==> src/rtl/demux2_pkg.sv <==
// demux2_pkg: shared defaults and port-index type for the two-way buffered demux.
package demux2_pkg;
    localparam int DEFAULT_WIDTH = 4;
    localparam int DEFAULT_DEPTH = 2;
    typedef enum logic {PORT0 = 1'b0, PORT1 = 1'b1} port_t;
endpackage

==> src/rtl/demux2_buf_if.sv <==
// demux2_buf_if: upstream handshake, two downstream handshakes and delivery counters.
interface demux2_buf_if import demux2_pkg::*; #(
    parameter int WIDTH = DEFAULT_WIDTH
);
    logic             in_valid;
    logic             in_ready;
    logic [WIDTH-1:0] in_data;
    logic             in_sel;
    logic             out_valid0;
    logic             out_valid1;
    logic             out_ready0;
    logic             out_ready1;
    logic [WIDTH-1:0] out_data0;
    logic [WIDTH-1:0] out_data1;
    logic [7:0]       cnt0;
    logic [7:0]       cnt1;
    modport master (
        output in_valid, in_data, in_sel, out_ready0, out_ready1,
        input  in_ready, out_valid0, out_valid1, out_data0, out_data1, cnt0, cnt1
    );
    modport slave (
        input  in_valid, in_data, in_sel, out_ready0, out_ready1,
        output in_ready, out_valid0, out_valid1, out_data0, out_data1, cnt0, cnt1
    );
endinterface

==> src/rtl/demux2_buf_fifo.sv <==
// fifo_sync: synchronous FIFO with wrapping pointers and a 0..DEPTH occupancy count.
module fifo_sync #(
    parameter int WIDTH = 4,
    parameter int DEPTH = 2
) (
    input  logic             clk,
    input  logic             reset,
    input  logic             push,
    input  logic             pop,
    input  logic [WIDTH-1:0] din,
    output logic [WIDTH-1:0] head,
    output logic             full,
    output logic             empty
);
    localparam int AW = $clog2(DEPTH);
    logic [WIDTH-1:0] mem [DEPTH];
    logic [AW-1:0]    wptr, rptr;
    logic [AW:0]      count;
    logic             do_push, do_pop;
    // guards make overflow and underflow impossible regardless of caller behaviour
    assign do_push = push && !full;
    assign do_pop  = pop && !empty;
    assign full    = count == (AW+1)'(DEPTH);
    assign empty   = count == '0;
    assign head    = mem[rptr];
    always_ff @(posedge clk) begin
        if (reset) begin
            wptr  <= '0;
            rptr  <= '0;
            count <= '0;
        end else begin
            if (do_push) wptr <= wptr + 1'b1;
            if (do_pop) rptr <= rptr + 1'b1;
            count <= count + (AW+1)'(do_push) - (AW+1)'(do_pop);
        end
    end
    always_ff @(posedge clk) begin
        if (do_push) mem[wptr] <= din;
    end
endmodule

==> src/rtl/demux2_buf.sv <==
// demux2_buf: routes each accepted word into one of two FIFOs and counts deliveries per port.
module demux2_buf import demux2_pkg::*; #(
    parameter int WIDTH = DEFAULT_WIDTH,
    parameter int DEPTH = DEFAULT_DEPTH
) (
    input  logic        clk,
    input  logic        reset,
    demux2_buf_if.slave bus
);
    port_t      sel;
    logic       full0, full1, empty0, empty1;
    logic       hs, push0, push1, pop0, pop1;
    logic [7:0] cnt0, cnt1;
    assign sel  = port_t'(bus.in_sel);
    // readiness follows only the selected buffer, so a full target blocks the line
    assign bus.in_ready = !reset && !(sel == PORT1 ? full1 : full0);
    assign hs    = bus.in_valid && bus.in_ready;
    assign push0 = hs && sel == PORT0;
    assign push1 = hs && sel == PORT1;
    assign pop0  = bus.out_valid0 && bus.out_ready0;
    assign pop1  = bus.out_valid1 && bus.out_ready1;
    assign bus.out_valid0 = !empty0;
    assign bus.out_valid1 = !empty1;
    assign bus.cnt0 = cnt0;
    assign bus.cnt1 = cnt1;
    fifo_sync #(.WIDTH(WIDTH), .DEPTH(DEPTH)) u_fifo0 (
        .clk(clk), .reset(reset), .push(push0), .pop(pop0), .din(bus.in_data),
        .head(bus.out_data0), .full(full0), .empty(empty0)
    );
    fifo_sync #(.WIDTH(WIDTH), .DEPTH(DEPTH)) u_fifo1 (
        .clk(clk), .reset(reset), .push(push1), .pop(pop1), .din(bus.in_data),
        .head(bus.out_data1), .full(full1), .empty(empty1)
    );
    always_ff @(posedge clk) begin
        if (reset) begin
            cnt0 <= '0;
            cnt1 <= '0;
        end else begin
            cnt0 <= cnt0 + 8'(pop0);
            cnt1 <= cnt1 + 8'(pop1);
        end
    end
endmodule

==> src/flat_wrapper.sv <==
// flat-port wrapper written by rule: the top's interface ports become plain ports
module demux2_buf_flat import demux2_pkg::*;
#(
    parameter int WIDTH = DEFAULT_WIDTH,
    parameter int DEPTH = DEFAULT_DEPTH
)
  (clk, reset, bus_in_valid, bus_in_data, bus_in_sel, bus_out_ready0, bus_out_ready1, bus_in_ready, bus_out_valid0, bus_out_valid1, bus_out_data0, bus_out_data1, bus_cnt0, bus_cnt1);
  demux2_buf_if #(.WIDTH(WIDTH)) bus_i ();
  input  logic clk;
  input  logic reset;
  input wire logic [$bits(bus_i.in_valid)-1:0] bus_in_valid;
  input wire logic [$bits(bus_i.in_data)-1:0] bus_in_data;
  input wire logic [$bits(bus_i.in_sel)-1:0] bus_in_sel;
  input wire logic [$bits(bus_i.out_ready0)-1:0] bus_out_ready0;
  input wire logic [$bits(bus_i.out_ready1)-1:0] bus_out_ready1;
  output wire logic [$bits(bus_i.in_ready)-1:0] bus_in_ready;
  output wire logic [$bits(bus_i.out_valid0)-1:0] bus_out_valid0;
  output wire logic [$bits(bus_i.out_valid1)-1:0] bus_out_valid1;
  output wire logic [$bits(bus_i.out_data0)-1:0] bus_out_data0;
  output wire logic [$bits(bus_i.out_data1)-1:0] bus_out_data1;
  output wire logic [$bits(bus_i.cnt0)-1:0] bus_cnt0;
  output wire logic [$bits(bus_i.cnt1)-1:0] bus_cnt1;
  assign bus_i.in_valid = bus_in_valid;
  assign bus_i.in_data = bus_in_data;
  assign bus_i.in_sel = bus_in_sel;
  assign bus_i.out_ready0 = bus_out_ready0;
  assign bus_i.out_ready1 = bus_out_ready1;
  assign bus_in_ready = bus_i.in_ready;
  assign bus_out_valid0 = bus_i.out_valid0;
  assign bus_out_valid1 = bus_i.out_valid1;
  assign bus_out_data0 = bus_i.out_data0;
  assign bus_out_data1 = bus_i.out_data1;
  assign bus_cnt0 = bus_i.cnt0;
  assign bus_cnt1 = bus_i.cnt1;
  demux2_buf #(.WIDTH(WIDTH), .DEPTH(DEPTH)) u_core (.clk(clk), .reset(reset), .bus(bus_i));
endmodule
==> config.mk <==
export PLATFORM = sky130hd
export DESIGN_NAME = demux2_buf_flat
export DESIGN_NICKNAME = d
export VERILOG_FILES = /design/src/rtl/demux2_pkg.sv /design/src/rtl/demux2_buf_if.sv /design/src/rtl/demux2_buf_fifo.sv /design/src/rtl/demux2_buf.sv /design/src/flat_wrapper.sv
export SDC_FILE = /design/constraint.sdc
export NUM_CORES = 1
export LEC_CHECK = 0
export CELL_PAD_IN_SITES_DETAIL_PLACEMENT = 1
export CELL_PAD_IN_SITES_GLOBAL_PLACEMENT = 1
export CORE_MARGIN = 1
export CORE_UTILIZATION = 39
export CTS_CLUSTER_DIAMETER = 200
export DETAILED_ROUTE_END_ITERATION = 12
export PLACE_DENSITY_LB_ADDON = 0.3
export SLEW_MARGIN = 20
export SYNTH_ARGS = -nofsm -noshare
export SYNTH_HDL_FRONTEND = slang
export SYNTH_SLANG_ARGS = --single-unit
==> constraint.sdc <==
create_clock -name clk -period 2.7 [get_ports clk]
set_clock_uncertainty 0.05 [all_clocks]
set_input_delay 0.675 -clock clk [delete_from_list [all_inputs] [get_ports clk]]
set_output_delay 0.675 -clock clk [all_outputs]
set_load 0.05 [all_outputs]
**Yosys cells after proc, flatten, opt, wreduce, memory -nomap -nowiden**

Memories as Yosys holds them, arrays and structs flattened. A register that Yosys moved wholly into a read port is not among the register bits.
Cells that the tools add are included.

- Add/subtract/negate cells: 10
- Mux-type cells: 9
- Bitwise operators: 1
- Reductions and logical operators: 18
- Equality and inequality tests: 2

Operators with widths:

| kind | count |
|---|---|
| 8-bit by 1-bit adder with 8-bit output | 2 |
| 1-bit logical AND | 10 |
| 1-bit two-way mux | 9 |
| 1-bit zero test | 6 |
| 1-bit adder, second input constant | 4 |
| 2-bit by 1-bit adder with 2-bit output | 2 |
| 2-bit equality test, second input constant | 2 |
| 2-bit zero test | 2 |
| 2-bit by 1-bit subtractor with 2-bit output | 2 |
| 1-bit NOT | 1 |

- Memories kept: 2
- Output and inout bits: 27
- Word-level logic and storage cells: 50
- Register bits after elaboration: 24
- Bits in writable memories: 16
- Input bits: 10

Memory list:

| name | words | width | rd ports | clocked after Yosys merged registers in | write ports | RTL line | source |
|---|---|---|---|---|---|---|---|
| u_core.u_fifo0.mem | 2 | 4 | 1 | 1 | 1 | demux2_buf_fifo.sv:16 | `logic [WIDTH-1:0] mem [DEPTH];` |
| u_core.u_fifo1.mem | 2 | 4 | 1 | 1 | 1 | demux2_buf_fifo.sv:16 |  |

**Longest topological paths before layout**

- Word-level depth: 9
- Gate-level depth with buffers: 9
- Depth with buffers taken out: 8

**Cells and area by module**

A second synthesis with hierarchy kept.

- Cell total of the unflattened synthesis: 155
- Area, all modules: 1736.7 um^2

By module, submodules not included:

| module | cells an instance | instances | area each (um^2) |
|---|---|---|---|
| fifo_sync | 39 | 2 | 519.2 |
| demux2_buf | 77 | 1 | 698.2 |

**Worst setup path after synthesis**

Ideal clock, no wire load.

- Path kind: input to output
- Start: in reset
- End: out bus_in_ready
- Arrival time: 2149 ps
- Slack: -174 ps
- Cell stages on the path: 3
- Cells stage by stage: buf_6 > clkbuf_1 > a211oi_1

- Cells in the longest elaborated chain, start to end: 2

Ends and longest elaborated chain:

| what | RTL line | source |
|---|---|---|
| start: declaration | flat_wrapper.sv:10 | `input logic reset;` |
| 1-bit zero test | demux2_buf.sv:16 | `assign bus.in_ready = !reset && !(sel == PORT1 ? full1 : full0);` |
| 1-bit logical AND | demux2_buf.sv:16 |  |
| end: declaration | flat_wrapper.sv:16 | `output wire logic [$bits(bus_i.in_ready)-1:0] bus_in_ready;` |

No other way between the ends.

**Final worst setup path**

- Start: in bus_in_sel
- End: out bus_in_ready

- Cells in the longest elaborated chain, start to end: 3

Ends and longest elaborated chain:

| what | RTL line | source |
|---|---|---|
| start: declaration | flat_wrapper.sv:13 | `input wire logic [$bits(bus_i.in_sel)-1:0] bus_in_sel;` |
| 1-bit two-way mux | demux2_buf.sv:16 |  |
| 1-bit zero test | demux2_buf.sv:16 |  |
| 1-bit logical AND | demux2_buf.sv:16 |  |

No other way between the ends.

==> flow_summary.toml <==
[yosys]
synth-seq-area-share = 0.579
syn_area_sq_um = 1730
post_synth_num_cell_types = 29
synth_fa_ha_area_frac = 0.0579
synth-compound-area-share = 0.0644
synth_mux_area_frac = 0.0579
synth_fp_nets = 168
yosys.area_share.simple = 0.164
syn_area_per_cell_sq_um = 11.5
yosys_warnings = 0
synth_top_family_by_area = "simple AND/OR/NAND/NOR gates"
synth.ff_latch_count = 42
synth_cells = 150
synthXorXnorAreaFrac = 0.0507

[sta]
period_needed_ns = 2.59
fmax_mhz = 386
rsz0062_at_grt = "false"
max_slew_margin = 0.658
worstMarginPinSlew_ns = 0.512
post-route-period-util = 0.959
final-hold-violation-count = 0
final-max-slew-violation-count = 0
setup_viol = 0
fin_tns_setup_ns = 0

[clock_network]
insertion_delay_ns = 0.30
cts_root_buffer = "clkbuf_8"
cts.sinks = 42
htreeDepth = 2
ctsResizeCount = 0
hold_buffers = 0
max-clock-path-buffers = 2
clkTransAtPathRegs_ns = 0.08
cts_setup_buffers = 0
cts_tree = "done"
cts_made_buffers = 5

[setup_path]
crit_fanout = 3
cp.buffers_inverters = 4
critPathTopFamily = "buffers and inverters"
cp.required_ns = 1.98
worst_setup_path_start_kind = "input pin"
worstPathArrival_ns = 1.86
critPathSlowestCell = "clkdlybuf4s50_1"
end_kind = "output port"
critPathMaxStageDelay_ns = 0.45
worst-setup-path-type = "input pin to output port"
crit_chain = "clkdlybuf4s50_1 -> buf_4 -> inv_1 -> nor2_1 -> a211oi_2 -> buf_12"

[floorplanning]
fp-row-count = 23
die_w_um = 68.6
coreArea_sq_um = 4120
die_area_sq_um = 4700
initial_core_util = 0.420
die_y_um = 68.6
ioPinCount = 37

[final_layout]
multi_input_area_sq_um = 687
final_cell_area_sq_um = 2270
syn2layout_area_growth_pct = 31.6
fin_nets = 213
layout_commonest_cell = "clkdlybuf4s50_1"
seq_area_sq_um = 1000
drive_above_1_share = 0.148
diodes = 0
mostFrequentLayoutCells = "35 x clkdlybuf4s50_1, 26 x dfxtp_1, 17 x nor2_1, 16 x edfxtp_1"
fill_cells = 450
finish.utilization = 0.553
fin_cells = 246

[grt]
antenna_found_initial = 0
grt_first_pass_wirelength_mm = 5.73
grt_max_degree = 17
grtUsageTotal = 0.178
grt_overflow = 0
grt_pass1_vias = 1288

[power]
p_clk_frac = 0.213
power.density_nw_per_um2 = 841
p_int_mw = 1.21
p_comb_frac = 0.362
p_leak_nw = 0.853
p_sw_frac = 0.366
net-switching-power_mw = 0.700
seq_power_share = 0.424
ir_worst_vdd_v = 0.000510

[placement]
dpl_cell_area_sq_um = 2180
hpwl_mm = 2.83
io_buffers = 36
dp_cells = 238
gp_congestion = 0.710

[routing]
drtIter0Drc = 34
firstDrtPassIters = 4
via_count = 1237
drt_wl_total_mm = 3.61
drc = 0
drtAntennaViolNets = 0
via_per_inst = 5.03
routedWlPerCell_um = 14.7

[worst_hold_path]
hp-class = "flip-flop to flip-flop"

[run_status]
outcome = "complete, no violations"

[run]
maxCapViolations = 0
worst register-to-register path, delay by kind of cell, from the launching register on:
kind                     cells  cell delay, ns
AND/OR/NAND/NOR              4            0.76
adder cells (fa/ha/maj)      2            0.46
XOR/XNOR                     1            0.15
flip-flops                   1            0.46
buffers and inverters        1            0.04
logic make-up (layout without fill, tap and decap cells):
kind of cell | Yosys count | in the layout
XOR/XNOR | 10 | 10
flip-flops | 42 | 42
AO/OA/AOI/OAI | 19 | 19
AND/OR/NAND/NOR | 52 | 52
adder cells (fa/ha/maj) | 8 | 8
multiplexers | 9 | 9
buffers and inverters | 10 | 56
layout make-up:
type	count	share of cell area
timing repair buffer	41	0.179
tap	50	0.0275
sequential	42	0.440
clock buffer	5	0.0303
inverter	7	0.0116
multi-input combinational	98	0.302
clock inverter	3	0.00935
flip-flops by register name, indices dropped and copies added, names as in the netlist, named ones only:
register,cells
u_core.u_fifo1.mem,8
u_core.u_fifo1.wptr,1
u_core.u_fifo0.count,2
u_core.bus.cnt1,8
u_core.bus.cnt0,8
u_core.u_fifo0.wptr,1
u_core.u_fifo1.rptr,1
u_core.u_fifo1.count,2
u_core.u_fifo0.rptr,1
u_core.u_fifo0.mem,8
power groups by stage:
stage                     Clock (mW)  Combinational, mW  Sequential (mW)
after floorplan                    0              0.438            0.864
after global placement             0              0.675            0.822
after detailed placement           0              0.701            0.829
after CTS                      0.415              0.704            0.814
after global routing           0.448              0.743            0.826
final                          0.408              0.693            0.811
metrics by stage:
step | hold WS, ns | total power [mW] | worst slack (ns)
finish | 0.442 | 1.91 | 0.112
global route | 0.475 | 2.02 | 0.0614
CTS | 0.447 | 1.93 | 0.0889
detailed placement | 0.435 | 1.53 | -0.0959
global placement | 0.413 | 1.50 | -0.0434
floorplan | 0.399 | 1.30 | 0.308
synth_stat cells:
master    instances  area share
mux2_2            8       0.052
a21oi_1           6       0.017
xor2_1            6       0.030
nor3_1            2      0.0058
or4_4             1      0.0065
and2_1            2      0.0072
dfxtp_1          26        0.30
a211oi_1          1      0.0043
o21ai_1           1      0.0029
o21ai_0           6       0.017
nor2b_4           1      0.0080
o21a_1            4       0.017
or3_1             6       0.022
nand2_1           5       0.011
edfxtp_1         16        0.28
nor2_1           17       0.037
nand3_2           2       0.012
nor2b_1           6       0.022
o311ai_0          1      0.0051
clkbuf_1          2      0.0043
xnor2_1           4       0.020
ha_1              8       0.058
mux2i_1           1      0.0058
inv_1             7       0.015
nand2b_1          1      0.0036
nand3_1           4       0.012
or2_2             2      0.0072
nand4_1           3       0.011
buf_6             1      0.0065
metal layers:
metal	part of all wire	GRT usage	up-vias	wire (um)
met5	0	0	-	0
met4	0.024	0.109	0	85
met3	0.036	0.0428	7	131
met2	0.52	0.309	24	1860
met1	0.42	0.196	594	1530
li1	-	-	612	-
worst paths after layout:
path | depth (start not counted) | startpoint | slack, ns | to
max | 6 | bus_in_sel | 0.11 | bus_in_ready
min | 2 | u_core.bus.cnt0[7] | 0.44 | u_core.bus.cnt0[7]
max reg2reg | 8 | u_core.u_fifo0.count[0] | 0.71 | u_core.u_fifo0.count[1]
min reg2reg | 2 | u_core.bus.cnt0[7] | 0.44 | u_core.bus.cnt0[7]
No activity file was read; power rests on OpenSTA's default activity.
